==> config.mk <==
export PLATFORM = sky130hd
export DESIGN_NAME = skid_fifo
export DESIGN_NICKNAME = d
export VERILOG_FILES = /design/src/rtl/skid_pkg.sv /design/src/rtl/skid_fifo_mem.sv /design/src/rtl/skid_fifo.sv
export SDC_FILE = /design/constraint.sdc
export NUM_CORES = 1
export LEC_CHECK = 0
export CORE_MARGIN = 4
export CORE_UTILIZATION = 45
export CTS_CLUSTER_SIZE = 25
export DETAILED_ROUTE_END_ITERATION = 10
export MAX_ROUTING_LAYER = met4
export PLACE_DENSITY = 0.73
export RECOVER_POWER = 100
export SLEW_MARGIN = 20
export SYNTH_ARGS = -nofsm -noshare
export SYNTH_HDL_FRONTEND = slang
export SYNTH_SLANG_ARGS = --single-unit
export TNS_END_PERCENT = 30
==> constraint.sdc <==
create_clock -name i_clk -period 2.34 [get_ports i_clk]
set_clock_uncertainty 0.15 [all_clocks]
set_input_delay 0.234 -clock i_clk [delete_from_list [all_inputs] [get_ports i_clk]]
set_output_delay 0.234 -clock i_clk [all_outputs]
set_load 0.02 [all_outputs]
==> src/rtl/skid_pkg.sv <==
`default_nettype none
// ============================================================================
//  Module      : skid_pkg
//  Description : Shared helpers for the skid_fifo elastic buffer. Provides the
//                width functions used to size the occupancy counter and the
//                storage pointers, plus the parameter legality predicate that
//                the top level evaluates at elaboration time.
//  Ports       : (package - none)
//  Revision    : 1.0  initial release
// ============================================================================
package skid_pkg;

    // Width of an occupancy counter able to hold 0..depth inclusive.
    function automatic int cnt_width(input int depth);
        return $clog2(depth + 1);
    endfunction

    // Width of a pointer into the storage array. The array has depth-1
    // entries, but the pointer is sized from depth so it is never 0 bits wide.
    function automatic int ptr_width(input int depth);
        return (depth < 2) ? 1 : $clog2(depth);
    endfunction

    function automatic bit is_pow2(input int n);
        return (n > 0) && ((n & (n - 1)) == 0);
    endfunction

    // DEPTH must be a power of two of at least 2; AF_MARGIN in 0..DEPTH-1.
    function automatic bit params_legal(input int depth, input int af_margin);
        return is_pow2(depth) && (depth >= 2) &&
               (af_margin >= 0) && (af_margin < depth);
    endfunction

endpackage : skid_pkg
`default_nettype wire

==> src/rtl/skid_fifo_mem.sv <==
`default_nettype none
// ============================================================================
//  Module      : skid_fifo_mem
//  Description : DW x ENTRIES register array behind the skid_fifo output
//                register. One synchronous write port, one combinational read
//                of the entry addressed by the read pointer (the FIFO head).
//  Ports       : i_clk    - clock, rising edge
//                i_we     - write enable
//                i_waddr  - write address (tail pointer)
//                i_wdata  - write data
//                i_raddr  - read address (head pointer)
//                o_rdata  - head entry, combinational
//  Revision    : 1.0  initial release
// ============================================================================
module skid_fifo_mem #(
    parameter int DW      = 8,
    parameter int ENTRIES = 3,
    parameter int AW      = 2
) (
    input  logic          i_clk,
    input  logic          i_we,
    input  logic [AW-1:0] i_waddr,
    input  logic [DW-1:0] i_wdata,
    input  logic [AW-1:0] i_raddr,
    output logic [DW-1:0] o_rdata
);

    // Contents need no reset: an entry is only read after it has been written.
    logic [DW-1:0] mem_q [ENTRIES];

    always_ff @(posedge i_clk) begin
        if (i_we) begin
            mem_q[i_waddr] <= i_wdata;
        end
    end

    assign o_rdata = mem_q[i_raddr];

endmodule : skid_fifo_mem
`default_nettype wire

==> src/rtl/skid_fifo.sv <==
`default_nettype none
// ============================================================================
//  Module      : skid_fifo
//  Description : Elastic valid/ready buffer of DEPTH entries. The output
//                register counts as one entry; the remaining DEPTH-1 live in
//                a circular register array. o_ready, o_valid, o_data, o_count
//                and o_almost_full are all registered, so no combinational
//                path crosses the block. Synchronous flush discards contents.
//  Ports       : i_clk          - clock, rising edge
//                i_reset_n      - synchronous active-low reset
//                i_flush        - synchronous discard of all contents
//                i_valid/o_ready/i_data   - upstream handshake
//                o_valid/i_ready/o_data   - downstream handshake
//                o_count        - occupancy including the output register
//                o_almost_full  - o_count >= DEPTH-AF_MARGIN
//  Revision    : 1.0  initial release
// ============================================================================
module skid_fifo
    import skid_pkg::*;
#(
    parameter int DW        = 8,
    parameter int DEPTH     = 4,
    parameter int AF_MARGIN = 1
) (
    input  logic                        i_clk,
    input  logic                        i_reset_n,
    input  logic                        i_flush,
    input  logic                        i_valid,
    output logic                        o_ready,
    input  logic [DW-1:0]               i_data,
    output logic                        o_valid,
    input  logic                        i_ready,
    output logic [DW-1:0]               o_data,
    output logic [cnt_width(DEPTH)-1:0] o_count,
    output logic                        o_almost_full
);

    localparam int CW      = cnt_width(DEPTH);
    localparam int AW      = ptr_width(DEPTH);
    localparam int ENTRIES = DEPTH - 1;

    localparam logic [CW-1:0] C_DEPTH    = CW'(DEPTH);
    localparam logic [CW-1:0] C_AF_LEVEL = CW'(DEPTH - AF_MARGIN);
    localparam logic [AW-1:0] C_PTR_LAST = AW'(DEPTH - 2);

    if (!params_legal(DEPTH, AF_MARGIN)) begin : g_param_check
        $error("skid_fifo: DEPTH must be a power of two >= 2 and AF_MARGIN < DEPTH");
    end

    // ------------------------------------------------------------------
    // State
    // ------------------------------------------------------------------
    logic          valid_q,  valid_d;
    logic [DW-1:0] data_q,   data_d;
    logic          ready_q,  ready_d;
    logic          af_q,     af_d;
    logic [CW-1:0] count_q,  count_d;
    logic [AW-1:0] wr_ptr_q, wr_ptr_d;
    logic [AW-1:0] rd_ptr_q, rd_ptr_d;

    logic          w_accept;
    logic          w_pop;
    logic          w_load_out;
    logic          w_store_nonempty;
    logic          w_mem_we;
    logic [DW-1:0] w_head;

    // Storage has DEPTH-1 slots, which is not a power of two, so the wrap
    // point is compared explicitly instead of relying on pointer overflow.
    function automatic logic [AW-1:0] next_ptr(input logic [AW-1:0] p);
        return (p == C_PTR_LAST) ? '0 : p + AW'(1);
    endfunction

    assign w_accept   = i_valid && ready_q;
    assign w_pop      = valid_q && i_ready;
    assign w_load_out = !valid_q || i_ready;

    // Words in storage = count minus the one held in the output register.
    assign w_store_nonempty = (count_q != {{(CW-1){1'b0}}, valid_q});

    // An accepted word may only bypass into the output register when storage
    // is empty and the register is free this cycle; otherwise it is queued
    // behind older words to preserve order.
    assign w_mem_we = i_reset_n && !i_flush && w_accept &&
                      ((valid_q && !i_ready) || w_store_nonempty);

    skid_fifo_mem #(
        .DW      (DW),
        .ENTRIES (ENTRIES),
        .AW      (AW)
    ) u_mem (
        .i_clk   (i_clk),
        .i_we    (w_mem_we),
        .i_waddr (wr_ptr_q),
        .i_wdata (i_data),
        .i_raddr (rd_ptr_q),
        .o_rdata (w_head)
    );

    // ------------------------------------------------------------------
    // Next-state logic
    // ------------------------------------------------------------------
    always_comb begin
        valid_d  = valid_q;
        data_d   = data_q;
        count_d  = count_q;
        wr_ptr_d = wr_ptr_q;
        rd_ptr_d = rd_ptr_q;

        if (i_flush) begin
            // o_data deliberately keeps its value; only validity is dropped.
            valid_d  = 1'b0;
            count_d  = '0;
            wr_ptr_d = '0;
            rd_ptr_d = '0;
        end else begin
            if (w_load_out) begin
                if (w_store_nonempty) begin
                    valid_d  = 1'b1;
                    data_d   = w_head;
                    rd_ptr_d = next_ptr(rd_ptr_q);
                end else if (w_accept) begin
                    valid_d  = 1'b1;
                    data_d   = i_data;
                end else begin
                    valid_d  = 1'b0;
                end
            end
            if (w_mem_we) begin
                wr_ptr_d = next_ptr(wr_ptr_q);
            end
            count_d = count_q + CW'(w_accept) - CW'(w_pop);
        end

        // Flags derive from the next count so they are registered, yet let
        // o_ready recover on the very edge that frees a slot.
        ready_d = (count_d < C_DEPTH);
        af_d    = (count_d >= C_AF_LEVEL);
    end

    always_ff @(posedge i_clk) begin
        if (!i_reset_n) begin
            valid_q  <= 1'b0;
            data_q   <= '0;
            ready_q  <= 1'b0;
            af_q     <= 1'b0;
            count_q  <= '0;
            wr_ptr_q <= '0;
            rd_ptr_q <= '0;
        end else begin
            valid_q  <= valid_d;
            data_q   <= data_d;
            ready_q  <= ready_d;
            af_q     <= af_d;
            count_q  <= count_d;
            wr_ptr_q <= wr_ptr_d;
            rd_ptr_q <= rd_ptr_d;
        end
    end

    assign o_valid       = valid_q;
    assign o_data        = data_q;
    assign o_ready       = ready_q;
    assign o_almost_full = af_q;
    assign o_count       = count_q;

endmodule : skid_fifo
`default_nettype wire

* After elaboration in Yosys (flattened, before gate mapping)
Memory sizes are Yosys's and may differ from the RTL's. A register that Yosys moved wholly into a read port is not among the register bits.
Cells that the tools add are included.
** Operators by class
- Add/subtract/negate cells :: 4
- Order comparisons :: 2
- Shift operators :: 0
- Multiply operators :: 0
- Reduce and logical (&&, ||, !) cells :: 15
- Equal/unequal tests :: 3
- Bitwise gates (word level) :: 2
- Multiplexer cells :: 11
- Div/mod/pow operators :: 0
** Operator list (number)
- $mux 8 :: 2
- $mux 2 :: 4
- $logic_and 1x1->1 :: 6
- $add 2x1->2 const B :: 2
- $eq 2x2->1 const B :: 2
- $mux 1 :: 4
- $add 3x1->3 :: 1
- $ge 3x2->1 const B :: 1
- $logic_not 1->1 :: 3
- $lt 3x3->1 const B :: 1
- $mux 3 :: 1
- $ne 3x1->1 :: 1
- $reduce_and 3->1 :: 1
- $sub 3x1->3 :: 1
- $logic_or 1x1->1 :: 2
- $not 1->1 :: 2
- $reduce_and 2->1 :: 1
- $reduce_bool 2->1 :: 1
- $reduce_or 2->1 :: 1
** Storage, ports and cells
- Bits in writable memories :: 24
- Input bits :: 13
- Register bits :: 18
- Memories :: 1
- Logic and storage cells :: 45
- Bits in latches :: 0
- Memory bits (read-only) :: 0
- Output and inout bits :: 14
** Memories
- u_mem.mem_q :: depth 3, width 8, rd ports 1, clocked after memory_dff 1, write ports 1, RTL line skid_fifo_mem.sv:29 : logic [DW-1:0] mem_q [ENTRIES];

* Longest topological paths before layout
- Word-level depth :: 6
- Gate-level depth with buffers :: 10
- Depth with buffers taken out :: 9

* Modules after synthesis
Synthesis repeated with hierarchy kept, for this count alone.
** Second synthesis, totals
- Cell total of the unflattened synthesis :: 140
- Area, all modules :: 1769.2 um^2
** By module, submodules not included
- skid_fifo_mem :: cells each 53, area an instance 918.4 um^2, seq. area each 720.7 um^2, times used 1
- skid_fifo :: cells each 87, area an instance 850.8 um^2, seq. area each 360.3 um^2, times used 1

* Worst setup path after synthesis
Ideal clock, no wire load.
- Path kind :: register to register
- From :: register ready_q (netlist: o_ready)
- To :: register af_q (netlist: o_almost_full)
- Path buffers :: 1
- Arrival time :: 2.136 ns
- Slack :: -0.060 ns
- Stages on the path, launching flop included :: 11
- Clock period less this slack :: 2.400 ns
- Required time :: 2.076 ns
- Setup time :: 0.114 ns
- Path through :: dfxtp_1 > nand2_1 > clkbuf_1 > ha_1 > inv_1 > ha_1 > fa_1 > xnor2_1 > xnor2_1 > nor2_1 > a21o_1
** Between the ends
- Longest elaborated chain between the ends :: 5
** RTL lines
- from (decl) :: RTL line skid_fifo.sv:55 : logic ready_q, ready_d;
- from (signal assigned) :: RTL line skid_fifo.sv:153 : ready_q <= ready_d;
- $logic_and 1x1->1 :: RTL line skid_fifo.sv:74 : assign w_accept = i_valid && ready_q;
- $add 3x1->3 :: RTL line skid_fifo.sv:132 : count_d = count_q + CW'(w_accept) - CW'(w_pop);
- $sub 3x1->3 :: RTL line skid_fifo.sv:132
- $mux 3 :: RTL line skid_fifo.sv:110 : if (i_flush) begin
- $ge 3x2->1 :: RTL line skid_fifo.sv:138 : af_d = (count_d >= C_AF_LEVEL);
- to (signal assigned) :: RTL line skid_fifo.sv:146 : af_q <= 1'b0;
- to (signal assigned) :: RTL line skid_fifo.sv:154 : af_q <= af_d;
- to (decl) :: RTL line skid_fifo.sv:56 : logic af_q, af_d;
No other way between the ends.
A chain may end at the register's enable or synchronous reset.

* Worst setup path after layout
- From :: input i_ready
- To :: register af_q (netlist: o_almost_full)
** Between the ends
- Longest elaborated chain between the ends :: 4
** RTL lines
- from (decl) :: RTL line skid_fifo.sv:32 : input logic i_ready,
- $logic_and 1x1->1 :: RTL line skid_fifo.sv:75 : assign w_pop = valid_q && i_ready;
- $sub 3x1->3 :: RTL line skid_fifo.sv:132
- $mux 3 :: RTL line skid_fifo.sv:110
- $ge 3x2->1 :: RTL line skid_fifo.sv:138
No other way between the ends.

==> results.py <==
metrics = {
    "cts": {
        "cts_root_buffer": "clkbuf_8",
        "clkTransAtPathRegs_ps": 80,
        "clock_sinks": 44,
        "cts_resized": 0,
        "cts_made_buffers": 5,
        "clk_latency_ps": 290,
        "ctsHoldBuffers": 0,
        "clockBufferDepth": 2,
        "cts_setup_buffers": 0,
        "h-tree-depth": 2,
        "cts_tree": "done",
    },
    "placed_design": {
        "placed_cell_area_um2": 2146,
        "portBuffers": 26,
        "gp_congestion": 0.8351,
        "placed_cells": 220,
        "hpwlAfterDp_um": 2686,
    },
    "min_path": {
        "hold_end": "rd_ptr_q[1]$_SDFFE_PP0N_",
        "holdCritStartpoint": "rd_ptr_q[1]$_SDFFE_PP0N_",
        "hold_class": "register to register",
        "hold_depth": 2,
    },
    "synth": {
        "synthTopCellsByArea": "edfxtp_1 (41%), dfxtp_1 (23%), o21ai_0 (7.4%), mux2i_1 (4.5%), a31oi_1 (3.5%)",
        "ys_ff_latch": 44,
        "yosysMostFrequentCell": "o21ai_0",
        "synthFlopType": "edfxtp_1",
        "ys_types": 32,
        "synth_commonest_cells": "o21ai_0 (26), edfxtp_1 (24), dfxtp_1 (20)",
        "yosysTopAreaCell": "edfxtp_1",
        "ys_seq_area_frac": 0.6350,
        "synthCells": 141,
        "async_flop_share": 0,
        "yosysWarningCount": 0,
        "synth_nets": 157,
        "synth_area_per_cell_um2": 12.52,
        "syn_area_um2": 1765,
        "synth_edf_count": 24,
        "yosys.area.top_type_share": 0.4082,
    },
    "floorplanning": {
        "die_width_um": 70.64,
        "coreArea_um2": 3716,
        "start_util": 0.4751,
        "row_count": 22,
        "pin_count": 27,
        "design.die.area_um2": 4989,
        "die_y_um": 70.64,
    },
    "timing": {
        "setup_violations": 0,
        "fin_setup_tns_ps": 0,
        "hold_viol_final": 0,
        "period_minus_slack_ps": 2247,
        "post-route-period-util": 0.9601,
        "slew_viol_final": 0,
        "rsz0062_at_grt": "no",
        "max_slew_margin": 0.3808,
        "fmax_mhz": 445.1,
        "worstMarginPinSlew_ps": 925.4,
    },
    "setup_path": {
        "timing.rr.end": "o_almost_full$_SDFF_PN0_",
        "regToRegSetupSlack_ps": 120,
        "cp_data_arrival_time_ps": 2290,
        "max_stage_delay_ps": 420,
        "end_kind": "register",
        "regToRegStartpoint": "o_valid$_SDFFE_PP0N_",
        "crit_chain": "clkdlybuf4s50_1, and2_1, ha_1, inv_1, ha_1, fa_1, xnor2_1, xnor2_1, nor2_1, a21o_1",
        "slowest_stage": "clkdlybuf4s50_1",
        "crit_required_ps": 2380,
        "cp-start-kind": "primary input",
        "r2r_cells": 9,
        "path_class": "primary input to register",
        "critPathMaxFanout": 2,
    },
    "layout": {
        "final_cell_area_um2": 2222,
        "area_growth_pct": 25.87,
        "stdcell_count": 228,
        "n_antenna_cell": 0,
        "nNetsFinal": 195,
        "final_util": 0.5980,
        "drive_gt1_frac": 0.1167,
    },
    "power": {
        "total_power_mw": 1.575,
        "leakage_nw": 0.7888,
        "power.density_nw_per_um2": 708.9,
        "vdd_ir_drop_max_v": 0.0004085,
    },
    "detailed_routing": {
        "via_per_inst": 5.531,
        "remaining_drc_errors": 0,
        "wirelength_um": 3752,
        "via_count": 1261,
        "drt_first_iter_violations": 65,
        "post_drt_wl_per_cell_um": 16.46,
        "ant_nets": 0,
        "drt_first_pass_iters": 4,
    },
    "global_routing": {
        "grt_overflow": 0,
        "grt_max_degree": 17,
        "grtUsageTotal": 0.1640,
        "grt_pass1_wl_um": 6009,
        "grt_pass1_vias": 1274,
        "antenna_found_initial": 0,
    },
    "job": {
        "cap_violations": 0,
    },
    "status": {
        "outcome": "completed",
    },
}
[placed cells by master (no fill, tap or decap), drive strengths merged, types with 2 or more instances in the layout]
| cell | synthesis | layout |
|---|---|---|
| dlygate4sd3 | 0 | 22 |
| buf | 2 | 9 |
| o21ai | 26 | 26 |
| dfxtp | 20 | 20 |
| edfxtp | 24 | 24 |
| a22oi | 8 | 8 |
| inv | 4 | 4 |
| clkbuf | 5 | 9 |
| nand2b | 2 | 2 |
| clkinvlp | 0 | 2 |
| and2 | 4 | 4 |
| ha | 2 | 2 |
| a31oi | 10 | 10 |
| clkdlybuf4s50 | 0 | 4 |
| xnor2 | 3 | 3 |
| a21oi | 2 | 2 |
| nor2b | 2 | 2 |
| nand2 | 3 | 3 |
| nor2 | 4 | 4 |
| mux2i | 8 | 8 |
[metal layers]
metal  vias up  GRT usage  part of all wire
li1        608          -                 -
met1       610     0.1849              0.40
met2        38     0.2807              0.52
met3         5    0.03835             0.061
met4         0    0.06681             0.014
met5         -          -                 0
[power by group]
| part | leakage [nW] | internal, mW | total, mW | switching [mW] |
|---|---|---|---|---|
| combinational | 0.366 | 0.102 | 0.228 | 0.125 |
| clock | 0.0434 | 0.239 | 0.488 | 0.250 |
| sequential | 0.379 | 0.840 | 0.859 | 0.0192 |
[cell type report]
type / count / area, µm²
Clock buffer: 6 / 82.58
Sequential cell: 44 / 1122
Multi-Input combinational cell: 86 / 590.6
Timing Repair Buffer: 38 / 336.6
Clock inverter: 2 / 15.01
Tap cell: 48 / 60.06
Fill cell: 319 / 1494
Inverter: 4 / 15.01
[cell families (layout without fill, tap and decap cells)]
logic type / Yosys count / in the layout / share of synthesized area
xor+xnor: 3 / 3 / 0.01489
simple gates: 21 / 21 / 0.07016
buf+inv: 11 / 50 / 0.02905
compound gates: 51 / 51 / 0.1800
fa+ha+maj: 3 / 3 / 0.02551
mux: 8 / 8 / 0.04536
flops: 44 / 44 / 0.6350
[critical path, delay by kind of cell]
kind / cells / cell delay (ps)
adder cells (fa/ha/maj): 3 / 840
buffers and inverters: 2 / 460
XOR/XNOR: 2 / 350
AND/OR/NAND/NOR: 2 / 250
AO/OA/AOI/OAI: 1 / 160
[worst max path at each step]
stage	from	endpoint	slack, ps	depth (start not counted)
3_3_place_gp	i_ready	o_almost_full$_SDFF_PN0_	-150	10
2_1_floorplan	o_ready$_SDFF_PN0_	o_almost_full$_SDFF_PN0_	30	10
6_report	i_ready	o_almost_full$_SDFF_PN0_	90	10
3_5_place_dp	i_ready	o_almost_full$_SDFF_PN0_	-210	10
4_1_cts	i_ready	o_almost_full$_SDFF_PN0_	100	10
5_1_grt	o_valid$_SDFFE_PP0N_	o_almost_full$_SDFF_PN0_	6	9
[through the flow]
stage	setup slack, ps	hold WS, ps
after floorplan	26.51	182.9
after global placement	-150.0	328.6
after detailed placement	-206.4	364.0
after CTS	98.83	376.7
after global routing	6.237	406.9
final	93.47	379.5
[sequential cells by signal (all words and copies together), names as in the netlist, named ones only]
register and count:
rd_ptr_q 2, o_ready 1, o_data 8, o_almost_full 1, o_valid 1, o_count 3, wr_ptr_q 2, u_mem.mem_q 24
(Power assumes the default switching activity.)
